`src/rtl/rng_pkg.sv`:
```
// Shared definitions for the 33-bit shift-register pseudorandom generator
// and its sequence checker.
package rng_pkg;

    localparam int unsigned RNG_STATE_W = 33;
    localparam int unsigned RNG_OUT_W   = 32;
    localparam int unsigned RNG_TAP_A   = 12;
    localparam int unsigned RNG_TAP_B   = 11;

    typedef enum logic [1:0] {
        ST_HUNT   = 2'd0,
        ST_ACQ    = 2'd1,
        ST_LOCKED = 2'd2
    } rc_state_e;

    // One generator step: shift left, feed back the XOR of the two taps.
    function automatic logic [RNG_STATE_W-1:0] rng_step(input logic [RNG_STATE_W-1:0] s);
        return {s[RNG_STATE_W-2:0], s[RNG_TAP_A] ^ s[RNG_TAP_B]};
    endfunction

endpackage

```
`src/rtl/rng_predict.sv`:
```
// Combinational next-state prediction and compare against the observed word.
module rng_predict
    import rng_pkg::*;
(
    input  logic [RNG_STATE_W-1:0] state,
    input  logic [RNG_OUT_W-1:0]   word,
    output logic [RNG_STATE_W-1:0] pred_c,
    output logic                   match_c
);

    assign pred_c  = rng_step(state);
    assign match_c = (word == pred_c[RNG_OUT_W-1:0]);

endmodule

```
`src/rtl/random_check.sv`:
```
// Sequence checker: acquires the generator state from two consecutive words,
// then predicts and compares every following word.
module random_check
    import rng_pkg::*;
#(
    parameter int unsigned MISS_LIMIT = 4,
    parameter int unsigned CNT_W      = 16
) (
    input  logic                 clk,
    input  logic                 reset,
    input  logic                 in_valid,
    input  logic [RNG_OUT_W-1:0] in_data,
    output logic                 locked,
    output logic                 mismatch,
    output logic [CNT_W-1:0]     err_count,
    output logic                 lost
);

    localparam int unsigned MISS_W = $clog2(MISS_LIMIT + 1);

    rc_state_e              state;
    logic [RNG_STATE_W-1:0] s_reg;
    logic [RNG_OUT_W-1:0]   prev;
    logic [MISS_W-1:0]      miss_cnt;

    logic [RNG_STATE_W-1:0] pred_c;
    logic                   match_c;
    logic [RNG_STATE_W-1:0] acq_state_c;
    logic                   consistent_c;
    logic                   miss_last_c;

    // Two words are consistent when the second is the first shifted left by one.
    assign acq_state_c  = {prev[RNG_OUT_W-1], in_data};
    assign consistent_c = (in_data[RNG_OUT_W-1:1] == prev[RNG_OUT_W-2:0]);
    assign miss_last_c  = ((miss_cnt + MISS_W'(1)) == MISS_W'(MISS_LIMIT));

    rng_predict u_predict (
        .state   (s_reg),
        .word    (in_data),
        .pred_c  (pred_c),
        .match_c (match_c)
    );

    always_ff @(posedge clk) begin
        if (reset) begin
            state     <= ST_HUNT;
            s_reg     <= '0;
            prev      <= '0;
            miss_cnt  <= '0;
            err_count <= '0;
            locked    <= 1'b0;
            mismatch  <= 1'b0;
            lost      <= 1'b0;
        end else begin
            mismatch <= 1'b0;
            lost     <= 1'b0;
            if (in_valid) begin
                case (state)
                    ST_HUNT: begin
                        // All-zero is the generator lockup word; never acquire on it.
                        if (in_data != '0) begin
                            prev  <= in_data;
                            state <= ST_ACQ;
                        end
                    end
                    ST_ACQ: begin
                        if (consistent_c && (acq_state_c != '0)) begin
                            s_reg    <= acq_state_c;
                            miss_cnt <= '0;
                            locked   <= 1'b1;
                            state    <= ST_LOCKED;
                        end else begin
                            prev <= in_data;
                        end
                    end
                    ST_LOCKED: begin
                        // Free-running model: never resynced from the data.
                        s_reg <= pred_c;
                        if (!match_c) begin
                            mismatch <= 1'b1;
                            if (err_count != '1) begin
                                err_count <= err_count + CNT_W'(1);
                            end
                            if (miss_last_c) begin
                                lost     <= 1'b1;
                                locked   <= 1'b0;
                                miss_cnt <= '0;
                                state    <= ST_HUNT;
                            end else begin
                                miss_cnt <= miss_cnt + MISS_W'(1);
                            end
                        end else begin
                            miss_cnt <= '0;
                        end
                    end
                    default: begin
                        locked <= 1'b0;
                        state  <= ST_HUNT;
                    end
                endcase
            end
        end
    end

endmodule

```
`config.mk`:
```
export PLATFORM = sky130hd
export DESIGN_NAME = random_check
export DESIGN_NICKNAME = d
export VERILOG_FILES = /design/src/rtl/rng_pkg.sv /design/src/rtl/rng_predict.sv /design/src/rtl/random_check.sv
export SDC_FILE = /design/constraint.sdc
export NUM_CORES = 1
export LEC_CHECK = 0
export ABC_AREA = 1
export BUFFER_PORTS_ARGS = -buffer_cell sky130_fd_sc_hd__buf_4
export CAP_MARGIN = 20
export CORE_MARGIN = 2
export CORE_UTILIZATION = 50
export CTS_CLUSTER_DIAMETER = 30
export CTS_CLUSTER_SIZE = 10
export DETAILED_ROUTE_END_ITERATION = 10
export PLACE_DENSITY_LB_ADDON = 0.25
export RECOVER_POWER = 25
export SLEW_MARGIN = 20
export SYNTH_ARGS = -nofsm -noshare
export SYNTH_HDL_FRONTEND = slang
export SYNTH_HIERARCHICAL = 1
export SYNTH_SLANG_ARGS = --single-unit
```
`constraint.sdc`:
```
create_clock -name clk -period 2.34 [get_ports clk]
set_clock_uncertainty 0.1 [all_clocks]
set_input_delay 0.468 -clock clk [delete_from_list [all_inputs] [get_ports clk]]
set_output_delay 0.468 -clock clk [all_outputs]
set_load 0.02 [all_outputs]
```
## Word level (Yosys, flattened, before mapping)

Cells that the tools add are included.

- Add/subtract/negate cells: 2
- Multipliers: 0
- Div/mod/pow operators: 0
- Magnitude comparators: 0
- Equality and inequality tests: 11
- Shift-type cells: 0
- Multiplexer cells: 20
- Bitwise logic cells: 5
- Reductions and logical operators: 13

Operator list:

| cell | count |
|---|---|
| $mux W32 | 2 |
| $pmux W32 S2 | 1 |
| $pmux W31 S2 | 1 |
| $reduce_bool A33 Y1 | 1 |
| $eq A32 B32 Y1 | 1 |
| $reduce_bool A32 Y1 | 1 |
| $eq A31 B31 Y1 | 1 |
| $mux W31 | 1 |
| $add A16 B1 Y16 const B | 1 |
| $ne A16 B16 Y1 const B | 1 |
| $ne A2 B2 Y1 const B | 5 |
| $reduce_and A5 Y1 | 2 |
| $mux W3 | 3 |
| $mux W2 | 4 |
| $reduce_and A4 Y1 | 2 |
| $pmux W2 S3 | 1 |
| $pmux W3 S2 | 1 |
| $mux W1 | 5 |
| $not A1 Y1 | 4 |
| $reduce_bool A2 Y1 | 2 |
| $reduce_or A4 Y1 | 1 |
| $add A3 B1 Y3 const B | 1 |
| $eq A3 B3 Y1 const B | 1 |
| $pmux W1 S3 | 1 |
| 7 further kinds | 7 |

- Register bits after elaboration: 87
- Latch bits: 0
- Memory bits (writable): 0
- Memory bits (read-only): 0
- Input port bits: 35
- Logic and storage cells: 59
- Memories kept: 0

## Logic depth before layout (Yosys ltp)

Gate-level depths: netlist of the first run.

- Depth in word-level cells: 5
- Gate-level depth with buffers: 18
- Gate-level depth less buffers: 18

## By module

Netlist of the first run, hierarchy kept.

By module, submodules not included:

| module | instances | cells each | area each (um^2) |
|---|---|---|---|
| random_check | 1 | 702 | 4,978.5 |
| rng_predict | 1 | 159 | 822.0 |

## Worst setup path before layout of the first run

No wires, ideal clock.

- Kind: input-to-reg
- Start: input in_data[1]
- End: register err_count[13]
- Setup time: 130 ps
- Arrival: 1,767 ps
- Data required time: 2,110 ps
- Path slack: 343 ps
- Stages: 17
- Path buffers: 0
- Cell sequence: inv_1 > nand2_1 > nand2_1 > nor2_4 > nand3_1 > nor2_1 > nand2_1 > nor2_2 > nor2_1 > nand2_1 > clkinv_1 > nand2_2 > inv_2 > nand3b_2 > nor2_1 > nand2_1 > nor3b_2

- Word-level cells in the longest chain between the ends: 3

RTL lines:

| what | RTL line | text |
|---|---|---|
| from (decl) | random_check.sv:12 | `input logic [RNG_OUT_W-1:0] in_data,` |
| $eq A32 B32 Y1 | rng_predict.sv:12 | `assign match_c = (word == pred_c[RNG_OUT_W-1:0]);` |
| named net match_c | random_check.sv:27 | `logic match_c;` |
| $not A1 Y1 (no line) | n/a |  |
| $reduce_and A4 Y1 (no line) | n/a |  |
| to (signal assigned) | random_check.sv:82 | `err_count <= err_count + CNT_W'(1);` |
| to (decl) | random_check.sv:15 | `output logic [CNT_W-1:0] err_count,` |

The timed path passes the listed nets, and every way through them passes these cells.
A chain may end at the register's enable or synchronous reset.

## Final worst setup path of the first run

- Start: register s_reg[15]
- End: register err_count[11]

- Word-level cells in the longest chain between the ends: 3

RTL lines:

| what | RTL line | text |
|---|---|---|
| from (decl) | random_check.sv:22 | `logic [RNG_STATE_W-1:0] s_reg;` |
| from (signal assigned) | random_check.sv:68 | `s_reg <= acq_state_c;` |
| from (signal assigned) | random_check.sv:78 | `s_reg <= pred_c;` |
| $eq A32 B32 Y1 | rng_predict.sv:12 |  |
| named net match_c | random_check.sv:27 |  |
| $not A1 Y1 (no line) | n/a |  |
| $reduce_and A4 Y1 (no line) | n/a |  |

The timed path passes the listed nets, and every way through them passes these cells.

==> impl_metrics.csv, run 1 <==
group,metric,value,unit
power,vdd_drop_max,0.4576,mV
clock_network,clkTransAtPathRegs,0.06,ns
timing,hold_viol_final,0,
final_layout,fin_nets,905,
clock_network,post_cts_buffers,0,
timing,slew_headroom,54.03,%
worst_hold_path,hold_class,"flip-flop to flip-flop",
detailed_routing,routed.top_layer,"met4",
clock_network,numCtsBuffers,9,
floorplan,dieWidth,110.7,um
final_layout,stdcell_count,1011,
detailed_routing,ant_nets,0,
yosys,yosys_warnings,6,
critical_path,rrSetupSlack,0.15,ns
floorplan,initial_core_util,51.82,%
clock_network,postCtsHoldBufs,0,
global_routing,grt_pass1_vias,5069,
global_routing,overflow,0,
final_layout,final_util,56.69,%
critical_path,rr_endpoint,"err_count[11]",
timing,tightest_slew,0.6895,ns
detailed_routing,wl_per_cell,13.73,um
detailed_routing,dr_wl_met2,6771,um
yosys,syn_nets,885,
timing,timing.final.ws_setup,0.1471,ns
detailed_routing,drc,0,
clock_network,clockBufferDepth,2,
global_routing,track_usage,22.76,%
final_layout,area_growth,9.387,%
detailed_routing,drt_iter0_drc,299,
timing,totalNegativeSetupSlack,0,ns
detailed_routing,wl_met3,659,um
timing,finalCritPeriodShare,93.71,%
critical_path,critical_path_class,"flip-flop to flip-flop",
floorplan,die_y,110.7,um
critical_path,critPathLaunchType,"flip-flop",
timing,finalMaxSlewViolations,0,
timing,finalSetupViolations,0,
global_routing,grt_max_degree,51,
detailed_routing,via_per_inst,5.197,
critical_path,cp.required,2.54,ns
timing,rsz0062_at_grt,"false",
power,powerDensity,642.8,nW/um^2
place,io_buffer_count,53,
final_layout,multi_input_area,3107,um^2
floorplan,coreArea,10980,um^2
place,preCtsSetupSlack,-0.05454,ns
detailed_routing,met1Wirelength,6098,um
clock_network,clock_latency,0.35,ns
final_layout,final_common_cell,"nand2_1",
global_routing,antenna_found_initial,0,
place,routabilityCongestion,0.9611,
timing,period_needed,2.193,ns
detailed_routing,num_vias,5254,
critical_path,crit_path_end,"err_count[11]",
yosys,syn_area,5692,um^2
timing,fmaxAchievable,0.4560,GHz
critical_path,arrival,2.39,ns
critical_path,r2r-start,"s_reg[15]",
power,p_leak,2.615,nW
final_layout,largest_reg_flops,32,
critical_path,cp-end-kind,"flip-flop",
critical_path,cp_max_fo,5,
global_routing,grt_first_pass_wirelength,23140,um
clock_network,cts_tree,"yes",
yosys,syn_avg_cell_area,6.720,um^2
power,design_power_total,0.004002,W
critical_path,worst-r2r-cell-count,17,
detailed_routing,first_pass_iters,5,
run_status,outcome,"completed",
final_layout,diodes,0,
critical_path,critPathLaunch,"s_reg[15]",
place,place_hpwl,9717,um
clock_network,clock-sinks,87,
detailed_routing,wl,13890,um
clock_network,cts_resized,0,
floorplan,io_pins,54,
final_layout,final_cell_mix,"nand2_1 (225), nor2_1 (102), dfxtp_1 (81), inv_1 (78), buf_4 (56)",
clock_network,h-tree-depth,3,
job,max-cap-violations,0,
yosys,syn_inst,847,
floorplan,rows,38,
place,place_inst,996,
final_layout,seqCellArea,1752,um^2
floorplan,dieArea,12250,um^2
clock_network,root_buffer,"clkbuf_16",
final_layout,drive_above_1_share,18.94,%
final_layout,nFillCells,1080,
-- report_power, final --
part | internal (W) | switching [W]
clock network | 0.000927 | 0.000610
logic | 0.000310 | 0.000501
registers | 0.00158 | 0.0000779
total | 0.00281 | 0.00119
-- layout make-up --
type / instances / area share [%]
Clock buffer: 9 / 3.617
Clock inverter: 6 / 1.387
Inverter: 91 / 5.486
Multi-Input combinational cell: 600 / 49.90
Sequential cell: 87 / 28.14
Tap cell: 140 / 2.814
Timing Repair Buffer: 78 / 8.662
-- routing by layer --
metal / vias up / global-route usage, %
met5: - / 0
met3: 27 / 5.850
met2: 127 / 40.12
met4: 0 / 8.167
li1: 2671 / -
met1: 2429 / 26.69
-- worst min path at each step --
stage                 from  endpoint  slack (ns)  depth (start not counted)
2_1_floorplan     prev[31]  prev[31]        0.35                          2
3_3_place_gp      prev[31]  prev[31]        0.37                          2
3_5_place_dp        locked    locked        0.37                          2
4_1_cts        in_data[24]  prev[24]        0.38                          5
5_1_grt             locked    locked        0.40                          2
6_report            locked    locked        0.38                          2
-- through the flow --
stage / hold slack [ns] / instance area, um^2
after floorplan: 0.3516 / 5692
final: 0.3831 / 6226
after CTS: 0.3834 / 6305
after detailed placement: 0.3676 / 5993
after global placement: 0.3694 / 5993
after global routing: 0.4048 / 6226
-- worst max-delay path: stages, from the launching register on --
cell      delay [ns]
dfxtp_1         0.38
inv_1           0.07
nand2_1         0.07
nand2_1         0.06
nor2_1          0.13
nand2_1         0.08
nor2_2          0.13
nand2_1         0.08
nor2_2          0.14
nor2_1          0.06
nand2_1         0.08
clkinv_1        0.09
nand2_2         0.13
inv_2           0.06
nand3b_2        0.11
nor2_1          0.08
a21oi_1         0.15
o21a_1          0.14
(Power assumes the default switching activity.)
==> run 2: changes to the inputs <==
--- a/config.mk
+++ b/config.mk
@@ -9,7 +9,7 @@
 export BUFFER_PORTS_ARGS = -buffer_cell sky130_fd_sc_hd__buf_4
 export CAP_MARGIN = 20
 export CORE_MARGIN = 2
-export CORE_UTILIZATION = 50
+export CORE_UTILIZATION = 58
 export CTS_CLUSTER_DIAMETER = 30
 export CTS_CLUSTER_SIZE = 10
 export DETAILED_ROUTE_END_ITERATION = 10
==> run 2 against run 1 <==
Non-clock buffer count down 6. Setup slack better by 0.026 ns. Routed wire length down 4.7%. Critical endpoint unchanged. Highest routed layer unchanged.
==> impl_metrics.csv, run 2 (synthesis gave the netlist of run 1 again) <==
group,metric,value,unit
global_routing,grt_pass1_vias,4679,
global_routing,overflow,0,
timing,period_needed,2.167,ns
detailed_routing,via_per_inst,5.249,
critical_path,arrival,2.38,ns
critical_path,critPathMostFrequentCell,"nand2_1",
timing,tightest_slew,0.5658,ns
clock_network,post_cts_buffers,0,
clock_network,clock-sinks,87,
final_layout,diodes,0,
global_routing,antenna_found_initial,0,
floorplan,rows,36,
clock_network,cts_tree,"yes",
clock_network,numCtsBuffers,9,
detailed_routing,ant_nets,0,
floorplan,die_y,103.1,um
power,p_leak,2.554,nW
global_routing,grt_max_degree,63,
worst_hold_path,min_from,"reset",
place,preCtsSetupSlack,-0.07156,ns
critical_path,crit_chain,"inv_1 -> nand2_1 -> nand2_1 -> nor2_4 -> nand3_1 -> nor2_2 -> nand2_1 -> nor2_4 -> nor2_1 -> nand2_1 -> clkinv_1 -> nand2_2 -> inv_2 -> nand3b_2 -> nor2_1 -> a21oi_1 -> o21a_1",
timing,timing.final.ws_setup,0.1729,ns
floorplan,initial_core_util,59.05,%
power,design_power_total,0.003602,W
final_layout,final_cell_mix,"nand2_1 (225), nor2_1 (102), dfxtp_1 (81), inv_1 (78), nand3_1 (52)",
timing,timing.hold.ws,0.3567,ns
detailed_routing,first_pass_iters,5,
timing,slew_headroom,62.28,%
worst_hold_path,hold_class,"input pin to flip-flop",
detailed_routing,drc,0,
timing,fmaxAchievable,0.4615,GHz
job,max-cap-violations,0,
clock_network,clockBufferDepth,2,
floorplan,io_pins,54,
critical_path,cp_max_fo,5,
critical_path,critical_path_class,"flip-flop to flip-flop",
floorplan,dieArea,10620,um^2
detailed_routing,wl_per_cell,13.25,um
detailed_routing,wl,13240,um
place,place_hpwl,9095,um
critical_path,r2r-start,"s_reg[0]",
detailed_routing,drt_iter0_drc,337,
timing,finalCritPeriodShare,92.61,%
final_layout,fin_nets,899,
place,io_buffer_count,53,
critical_path,critPathLaunch,"s_reg[0]",
clock_network,clkTransAtPathRegs,0.10,ns
detailed_routing,num_vias,5244,
final_layout,largest_reg_flops,32,
critical_path,rrSetupSlack,0.17,ns
critical_path,max_stage_delay,0.39,ns
final_layout,nFillCells,921,
floorplan,coreArea,9639,um^2
global_routing,track_usage,25.33,%
clock_network,root_buffer,"clkbuf_8",
timing,totalNegativeSetupSlack,0,ns
clock_network,clock_latency,0.36,ns
critical_path,critPathLaunchType,"flip-flop",
floorplan,dieWidth,103.1,um
power,powerDensity,586.6,nW/um^2
critical_path,cp-end-kind,"flip-flop",
final_layout,area_growth,7.892,%
critical_path,worst_path_max_delay_cell,"dfxtp_1",
place,routabilityCongestion,0.8994,
timing,finalMaxSlewViolations,0,
power,vdd_drop_max,0.4103,mV
timing,finalSetupViolations,0,
final_layout,drive_above_1_share,18.36,%
timing,rsz0062_at_grt,"false",
final_layout,final_common_cell,"nand2_1",
clock_network,h-tree-depth,3,
critical_path,cp.required,2.55,ns
run_status,outcome,"completed",
timing,hold_viol_final,0,
global_routing,grt_first_pass_wirelength,21360,um
[run 2: changes by cell type in the layout (fill, tap and decap cells not counted), moves of 2 or more]
| cell | previous run | this run |
|---|---|---|
| clkbuf_1 | 19 | 21 |
| buf_4 | 56 | 42 |
| clkbuf_8 | 0 | 10 |
| buf_12 | 2 | 8 |
| inv_6 | 0 | 2 |
| clkbuf_16 | 9 | 0 |
[run 2: final timing paths]
| path | endpoint | cells after the start |
|---|---|---|
| max | err_count[11] | 17 |
| min | s_reg[6] | 2 |
| max reg2reg | err_count[11] | 17 |
| min reg2reg | locked | 2 |
[run 2: repair_timing]
action	in CTS	in global routing
hold endpoints to repair	0	0
resized for setup	0	12
endpoints found under the setup margin	0	15
hold buffers	0	0
[run 2: area by class of cell]
cell class                 count  area (um^2)  area share, %
inverter                      91        341.6          5.562
clock inverter                 6        67.56          1.100
sequential                    87         1752          28.52
timing repair buffer          72        559.3          9.108
clock buffer                  10        137.6          2.241
tap                          133        166.4          2.710
multi-input combinational    600         3117          50.75
[run 2: stage by stage]
step	area, um^2	utilization (%)	cells
floorplan	5692	-	847
global placement	6002	62.27	983
detailed placement	6002	62.27	983
CTS	6207	64.40	999
global route	6141	63.71	999
finish	6141	63.71	999
[run 2: where the power goes]
group,switching [W],internal (W)
clock,0.000590,0.000529
combinational,0.000506,0.000327
sequential,0.0000756,0.00158
total,0.00117,0.00243
[run 2: metal layers]
metal / up-vias / wire length (um) / GRT usage [%]
met2: 140 / 6435 / 43.16
met3: 17 / 607 / 4.407
met4: 0 / 189 / 7.389
li1: 2669 / - / -
met1: 2418 / 6003 / 32.90
met5: - / 0 / 0
[run 2: critical path: cells and delay by family, from the launching register on]
family	cells	cell delay (ns)
and+or+nand+nor	12	1.16
DFF	1	0.39
AOI/OAI and AO/OA	2	0.24
buffers and inverters	3	0.21
